`src/rtl/clkgen_pkg.sv`:
```
// Shared types and helpers for the programmable waveform sequencer.
package clkgen_pkg;

    localparam int CNT_W_DEF  = 16;
    localparam int EDGE_W_DEF = 32;
    localparam int LEN_MAX_W  = 64;

    typedef enum logic [1:0] {
        IDLE = 2'd0,
        HIGH = 2'd1,
        LOW  = 2'd2,
        DONE = 2'd3
    } state_t;

    // A zero phase length would stall the down-counter, so it runs as one cycle.
    function automatic logic [LEN_MAX_W-1:0] clamp_len(input logic [LEN_MAX_W-1:0] len);
        return (len == '0) ? LEN_MAX_W'(1) : len;
    endfunction

endpackage

```
`src/rtl/clk_wave_sequencer_if.sv`:
```
// Control/config and status bundle between CSR logic (master) and the sequencer (slave).
interface clk_wave_sequencer_if
    import clkgen_pkg::*;
#(
    parameter int CNT_W  = CNT_W_DEF,
    parameter int EDGE_W = EDGE_W_DEF
);
    logic              start;
    logic              stop;
    logic [CNT_W-1:0]  high_cnt;
    logic [CNT_W-1:0]  low_cnt;
    logic [EDGE_W-1:0] burst_len;
    logic              wave_out;
    logic              busy;
    logic              done;
    logic [EDGE_W-1:0] edge_count;

    modport master (
        output start, stop, high_cnt, low_cnt, burst_len,
        input  wave_out, busy, done, edge_count
    );

    modport slave (
        input  start, stop, high_cnt, low_cnt, burst_len,
        output wave_out, busy, done, edge_count
    );
endinterface

```
`src/rtl/clkgen_phase_cnt.sv`:
```
// Loadable phase down-counter; tc flags the last cycle of the current phase.
// Latency: load takes effect next cycle. No backpressure: counts every cycle until zero.
// Holds at zero when not reloaded.
module clkgen_phase_cnt #(
    parameter int CNT_W = 16
) (
    input  logic             clk,
    input  logic             rst_n,
    input  logic             load,
    input  logic [CNT_W-1:0] load_val,
    output logic             tc
);
    logic [CNT_W-1:0] cnt;

    always_ff @(posedge clk or negedge rst_n) begin
        if (!rst_n) begin
            cnt <= '0;
        end else if (load) begin
            cnt <= load_val;
        end else if (cnt != '0) begin
            cnt <= cnt - CNT_W'(1);
        end
    end

    assign tc = (cnt == '0);
endmodule

```
`src/rtl/clk_wave_sequencer.sv`:
```
// Programmable pulse-train sequencer: HIGH/LOW phase lengths, burst of rising edges, done pulse.
// Latency: start -> first wave_out edge 1 cycle; stop takes effect at the next period boundary.
// No backpressure; start ignored unless idle. CLKGEN_RELOAD_EN re-samples high/low each period.
module clk_wave_sequencer
    import clkgen_pkg::*;
#(
    parameter int CNT_W  = CNT_W_DEF,
    parameter int EDGE_W = EDGE_W_DEF
) (
    input logic                 clk,
    input logic                 rst_n,
    clk_wave_sequencer_if.slave bus
);
    state_t            state, state_nxt;
    logic [CNT_W-1:0]  hi_len, lo_len;
    logic [CNT_W-1:0]  high_in, low_in;
    logic [EDGE_W-1:0] burst_lat, edge_cnt;
    logic              stop_pend, stop_now, last_period;
    logic              wave_q, busy_q, done_q;
    logic              ph_load, ph_tc, start_acc, rise;
    logic [CNT_W-1:0]  ph_load_val;

    assign high_in     = CNT_W'(clamp_len(LEN_MAX_W'(bus.high_cnt)));
    assign low_in      = CNT_W'(clamp_len(LEN_MAX_W'(bus.low_cnt)));
    assign stop_now    = stop_pend | bus.stop;
    assign last_period = (burst_lat != '0) && (edge_cnt == burst_lat);

    clkgen_phase_cnt #(.CNT_W(CNT_W)) u_phase_cnt (
        .clk      (clk),
        .rst_n    (rst_n),
        .load     (ph_load),
        .load_val (ph_load_val),
        .tc       (ph_tc)
    );

    always_ff @(posedge clk or negedge rst_n) begin
        if (!rst_n) begin
            state <= IDLE;
        end else begin
            state <= state_nxt;
        end
    end

    always_comb begin
        state_nxt   = state;
        ph_load     = 1'b0;
        ph_load_val = '0;
        start_acc   = 1'b0;
        rise        = 1'b0;
        case (state)
            IDLE: begin
                if (bus.start) begin
                    state_nxt   = HIGH;
                    ph_load     = 1'b1;
                    ph_load_val = high_in - CNT_W'(1);
                    start_acc   = 1'b1;
                end
            end
            HIGH: begin
                if (ph_tc) begin
                    state_nxt   = LOW;
                    ph_load     = 1'b1;
                    ph_load_val = lo_len - CNT_W'(1);
                end
            end
            LOW: begin
                if (ph_tc) begin
                    if (last_period || stop_now) begin
                        state_nxt = DONE;
                    end else begin
                        state_nxt = HIGH;
                        ph_load   = 1'b1;
                        rise      = 1'b1;
`ifdef CLKGEN_RELOAD_EN
                        ph_load_val = high_in - CNT_W'(1);
`else
                        ph_load_val = hi_len - CNT_W'(1);
`endif
                    end
                end
            end
            DONE:    state_nxt = IDLE;
            default: state_nxt = IDLE;
        endcase
    end

    // Outputs are registered from the next state so they change exactly with the FSM.
    always_ff @(posedge clk or negedge rst_n) begin
        if (!rst_n) begin
            hi_len    <= '0;
            lo_len    <= '0;
            burst_lat <= '0;
            edge_cnt  <= '0;
            stop_pend <= 1'b0;
            wave_q    <= 1'b0;
            busy_q    <= 1'b0;
            done_q    <= 1'b0;
        end else begin
            wave_q <= (state_nxt == HIGH);
            busy_q <= (state_nxt != IDLE);
            done_q <= (state_nxt == DONE);
            if (start_acc) begin
                hi_len    <= high_in;
                lo_len    <= low_in;
                burst_lat <= bus.burst_len;
                edge_cnt  <= EDGE_W'(1);
                stop_pend <= 1'b0;
            end else begin
                if (rise) begin
                    edge_cnt <= edge_cnt + EDGE_W'(1);
`ifdef CLKGEN_RELOAD_EN
                    hi_len   <= high_in;
                    lo_len   <= low_in;
`endif
                end
                if ((state == HIGH || state == LOW) && bus.stop) begin
                    stop_pend <= 1'b1;
                end else if (state == DONE) begin
                    stop_pend <= 1'b0;
                end
            end
        end
    end

    assign bus.wave_out   = wave_q;
    assign bus.busy       = busy_q;
    assign bus.done       = done_q;
    assign bus.edge_count = edge_cnt;
endmodule

```
`src/flat_wrapper.sv`:
```
// flat-port wrapper written by rule: the top's interface ports become plain ports
module clk_wave_sequencer_flat import clkgen_pkg::*;
#(
    parameter int CNT_W  = CNT_W_DEF,
    parameter int EDGE_W = EDGE_W_DEF
)
  (clk, rst_n, bus_start, bus_stop, bus_high_cnt, bus_low_cnt, bus_burst_len, bus_wave_out, bus_busy, bus_done, bus_edge_count);
  clk_wave_sequencer_if #(.CNT_W(CNT_W), .EDGE_W(EDGE_W)) bus_i ();
  input logic clk;
  input logic rst_n;
  input wire logic [$bits(bus_i.start)-1:0] bus_start;
  input wire logic [$bits(bus_i.stop)-1:0] bus_stop;
  input wire logic [$bits(bus_i.high_cnt)-1:0] bus_high_cnt;
  input wire logic [$bits(bus_i.low_cnt)-1:0] bus_low_cnt;
  input wire logic [$bits(bus_i.burst_len)-1:0] bus_burst_len;
  output wire logic [$bits(bus_i.wave_out)-1:0] bus_wave_out;
  output wire logic [$bits(bus_i.busy)-1:0] bus_busy;
  output wire logic [$bits(bus_i.done)-1:0] bus_done;
  output wire logic [$bits(bus_i.edge_count)-1:0] bus_edge_count;
  assign bus_i.start = bus_start;
  assign bus_i.stop = bus_stop;
  assign bus_i.high_cnt = bus_high_cnt;
  assign bus_i.low_cnt = bus_low_cnt;
  assign bus_i.burst_len = bus_burst_len;
  assign bus_wave_out = bus_i.wave_out;
  assign bus_busy = bus_i.busy;
  assign bus_done = bus_i.done;
  assign bus_edge_count = bus_i.edge_count;
  clk_wave_sequencer #(.CNT_W(CNT_W), .EDGE_W(EDGE_W)) u_core (.clk(clk), .rst_n(rst_n), .bus(bus_i));
endmodule
```
`config.mk`:
```
export PLATFORM = sky130hd
export DESIGN_NAME = clk_wave_sequencer_flat
export DESIGN_NICKNAME = d
export VERILOG_FILES = /design/src/rtl/clkgen_pkg.sv /design/src/rtl/clk_wave_sequencer_if.sv /design/src/rtl/clkgen_phase_cnt.sv /design/src/rtl/clk_wave_sequencer.sv /design/src/flat_wrapper.sv
export SDC_FILE = /design/constraint.sdc
export NUM_CORES = 1
export LEC_CHECK = 0
export CAP_MARGIN = 15
export CORE_MARGIN = 3
export CORE_UTILIZATION = 40
export CTS_CLUSTER_DIAMETER = 120
export CTS_CLUSTER_SIZE = 12
export DETAILED_ROUTE_END_ITERATION = 8
export GPL_TIMING_DRIVEN = 0
export HOLD_SLACK_MARGIN = 0.06
export PLACE_DENSITY = 0.68
export SETUP_SLACK_MARGIN = 0.4
export SLEW_MARGIN = 15
export SYNTH_ARGS = -nofsm -noshare
export SYNTH_HDL_FRONTEND = slang
export SYNTH_SLANG_ARGS = --single-unit
```
`constraint.sdc`:
```
create_clock -name clk -period 4.8 [get_ports clk]
set_input_delay 0.72 -clock clk [delete_from_list [all_inputs] [get_ports clk]]
set_output_delay 0.72 -clock clk [all_outputs]
set_load 0.05 [all_outputs]
```
==> impl_metrics.ini <==
[layout]
fin_cells = 1179
area.growth.synth_to_final_pct = 26.58
design_area_mm2 = 0.008891
final_layout_size_suffix_gt1_share_pct = 5.735
fin_nets = 1027
antenna_cells = 0
fill_cells = 1578

[timing]
tightestPinTransition_ns = 0.9411
period_share_pct = 72.63
finalHoldViolations = 0
fin_skew_ns = 0.01047
slew_headroom_pct = 36.68
drv_slew = 0
rsz0062_at_grt = no
finalSetupViolations = 0
period_needed_ns = 3.486
max_freq_mhz = 286.9

[placed_design]
gp_congestion = 0.8782
portBuffers = 102
dp_cells = 1150
hpwl_um = 16020
place_area_mm2 = 0.008349

[cts]
htreeDepth = 4
clock_sinks = 118
clock_path_buffers = 2
root_buffer = clkbuf_16
cts_setup_buffers = 0
clock_latency_ns = 0.42
cts_tree = built
cts_buffers = 17
clk_pin_slew_ns = 0.05
ctsHoldBuffers = 0
cts_resized = 0

[synthesis]
synth_flop_cell = dfrtp_1
synth.cells.most_frequent = nand2_1, dfrtp_1, xnor2_1
ys_ff_latch = 118
ys_seq_area_share_pct = 42.04
synth.top_cell.area_share_pct = 42.04
synth_area_leaders = dfrtp_1, nand2_1, xnor2_1
syn-num-nets = 905
synth_area_mm2 = 0.007024
synthCells = 827
avgSynthCellArea_um2 = 8.494
ys_types = 61
ys_warn_count = 0
synth_largest_area_cell = dfrtp_1
synthArstFlopShare_pct = 100.0
synth_edf_count = 0
synth.most_common_cell = nand2_1

[global_route]
antenna_found_initial = 0
grt_max_degree = 80
grt_pass1_wl_um = 34220
grt-ovfl-total = 0
first_global_vias = 6374
grt_usage_pct = 22.05

[pwr]
vdd_drop_max_uv = 235.8
seq_power_share_pct = 42.7
switching_power_uw = 658.5
power_frac_comb_pct = 11.3
leakage_uw = 0.003780
intPower_uw = 1929
clock_power_share_pct = 46.0
power.density_mw_per_mm2 = 291.0
swShare_pct = 25.45

[worst_setup_path]
worstPathArrival_ns = 3.83
r2r_start = u_core.bus.edge_count[9]
path_cells = clkdlybuf4s50_1 -> nor4_1 -> and2_1 -> clkbuf_1 -> a31oi_1 -> ha_1 -> nor3b_1 -> nand2_1 -> or3_1 -> a21oi_1 -> a211oi_1 -> mux2i_1
crit_fanout = 7
critPathLaunchType = input port
crit_type = in2reg
cp_slowest_cell = clkdlybuf4s50_1
critPathBufInv = 2
cpLargestDelayFamily = simple AND/OR/NAND/NOR gates
max_stage_delay_ns = 0.60
crit_start = bus_high_cnt[8]
end_kind = flip-flop
critPathRequiredTime_ns = 5.14

[detailed_routing]
wl_um = 21220
postRouteAntennaNets = 0
vias_per_cell = 5.665
route.detailed.wl_per_inst_um = 18.00
post-route-drc-count = 0
first_iter_violations = 622
dr_total_vias = 6679
drt_first_pass_iters = 5

[floorplan]
die_y_um = 138.5
coreArea_mm2 = 0.01688
ios = 103
core.rowCount = 47
die_w_um = 138.5
initial_utilization_pct = 41.62
die_area_mm2 = 0.01919

[min_path]
hp-class = in2async

[run]
cap_viol_max_count = 0

[outcome]
status = complete, no violations
==> worst paths after layout <==
check                                                  end  slack, ns  cells past startpoint
min in group clk                         u_core.hi_len[15]       0.50                      2
max in group asynchronous        u_core.bus.edge_count[20]       3.87                      2
worst min-delay path                     u_core.hi_len[10]       0.20                      1
worst min register to register           u_core.hi_len[15]       0.50                      2
worst max register to register   u_core.u_phase_cnt.cnt[1]       1.59                      9
worst max-delay path            u_core.u_phase_cnt.cnt[14]       1.31                     12
==> metal layers <==
metal,part of all wire [%],routed length [µm],global-route usage [%]
met5,0,0,0
met4,2.7,570,8.268
met2,43,9190,31.83
met1,46,9749,32.44
met3,8.1,1712,4.800
==> stage by stage <==
step                util (%)  setup slack, ns  setup TNS, ns  hold WS (ns)  total power, µW
CTS                    52.68            1.330              0        0.2170             2602
global placement       49.30           -1.664        -195.00        0.4850             1402
detailed placement     49.47           0.9004              0        0.4941             1410
finish                 52.68            1.314              0        0.2028             2588
floorplan                  -            2.020              0        0.4244             1262
global route           52.68            1.020              0        0.2282             2682
==> power by group through the flow <==
stage	logic [µW]	clock network (µW)	registers, µW
final	291	1190	1110
after global routing	320	1250	1110
after CTS	292	1210	1100
after detailed placement	289	0	1120
after global placement	284	0	1120
after floorplan	124	0	1140
==> sequential cells by signal, summed over array words and instances (netlist names) <==
signal and cells:
u_core.burst_lat 32, u_core.bus.edge_count 32, u_core.hi_len 16, u_core.lo_len 16, u_core.u_phase_cnt.cnt 16, u_core.state 2
u_core.bus.busy 1, u_core.bus.done 1, u_core.bus.wave_out 1, u_core.stop_pend 1
==> placed cells by master (no fill, tap or decap), types with 10 or more instances in the layout <==
cell type        netlist  routed
a21oi_1               48      48
clkbuf_1              27      28
clkbuf_16              0      17
clkdlybuf4s50_1        0     101
dfrtp_1              118     118
ha_1                  10      10
inv_1                 22      22
mux2i_1               12      12
nand2_1              227     227
nand3_1               24      24
nand4_1               27      27
nor2_1                32      32
nor3_1                16      16
nor4_1                28      28
o31ai_1               23      23
or3_1                 10      10
or4_1                 26      26
xnor2_1               52      52
xor2_1                25      25
==> kinds of logic after synthesis <==
kind of cell               count (synthesis)  share of synthesized area, %
AOI/OAI and AO/OA                        122                         11.51
xor gates and xnor gates                  77                         9.601
adders and majority gates                 10                         1.781
buffers and inverters                     59                         3.491
DFF                                      118                         42.04
muxes                                     17                         2.512
and+or+nand+nor                          424                         29.07
==> final cells by class <==
| type | instances | area, µm² | area share [%] |
|---|---|---|---|
| Timing Repair Buffer | 103 | 1050 | 11.81 |
| Buffer | 37 | 162.7 | 1.829 |
| Multi-Input combinational cell | 650 | 3826 | 43.03 |
| Clock buffer | 18 | 429.2 | 4.827 |
| Sequential cell | 118 | 2953 | 33.21 |
| Clock inverter | 11 | 112.6 | 1.267 |
| Tap cell | 220 | 275.3 | 3.096 |
| Inverter | 22 | 82.58 | 0.9288 |
No activity file was read; power rests on OpenSTA's default activity.
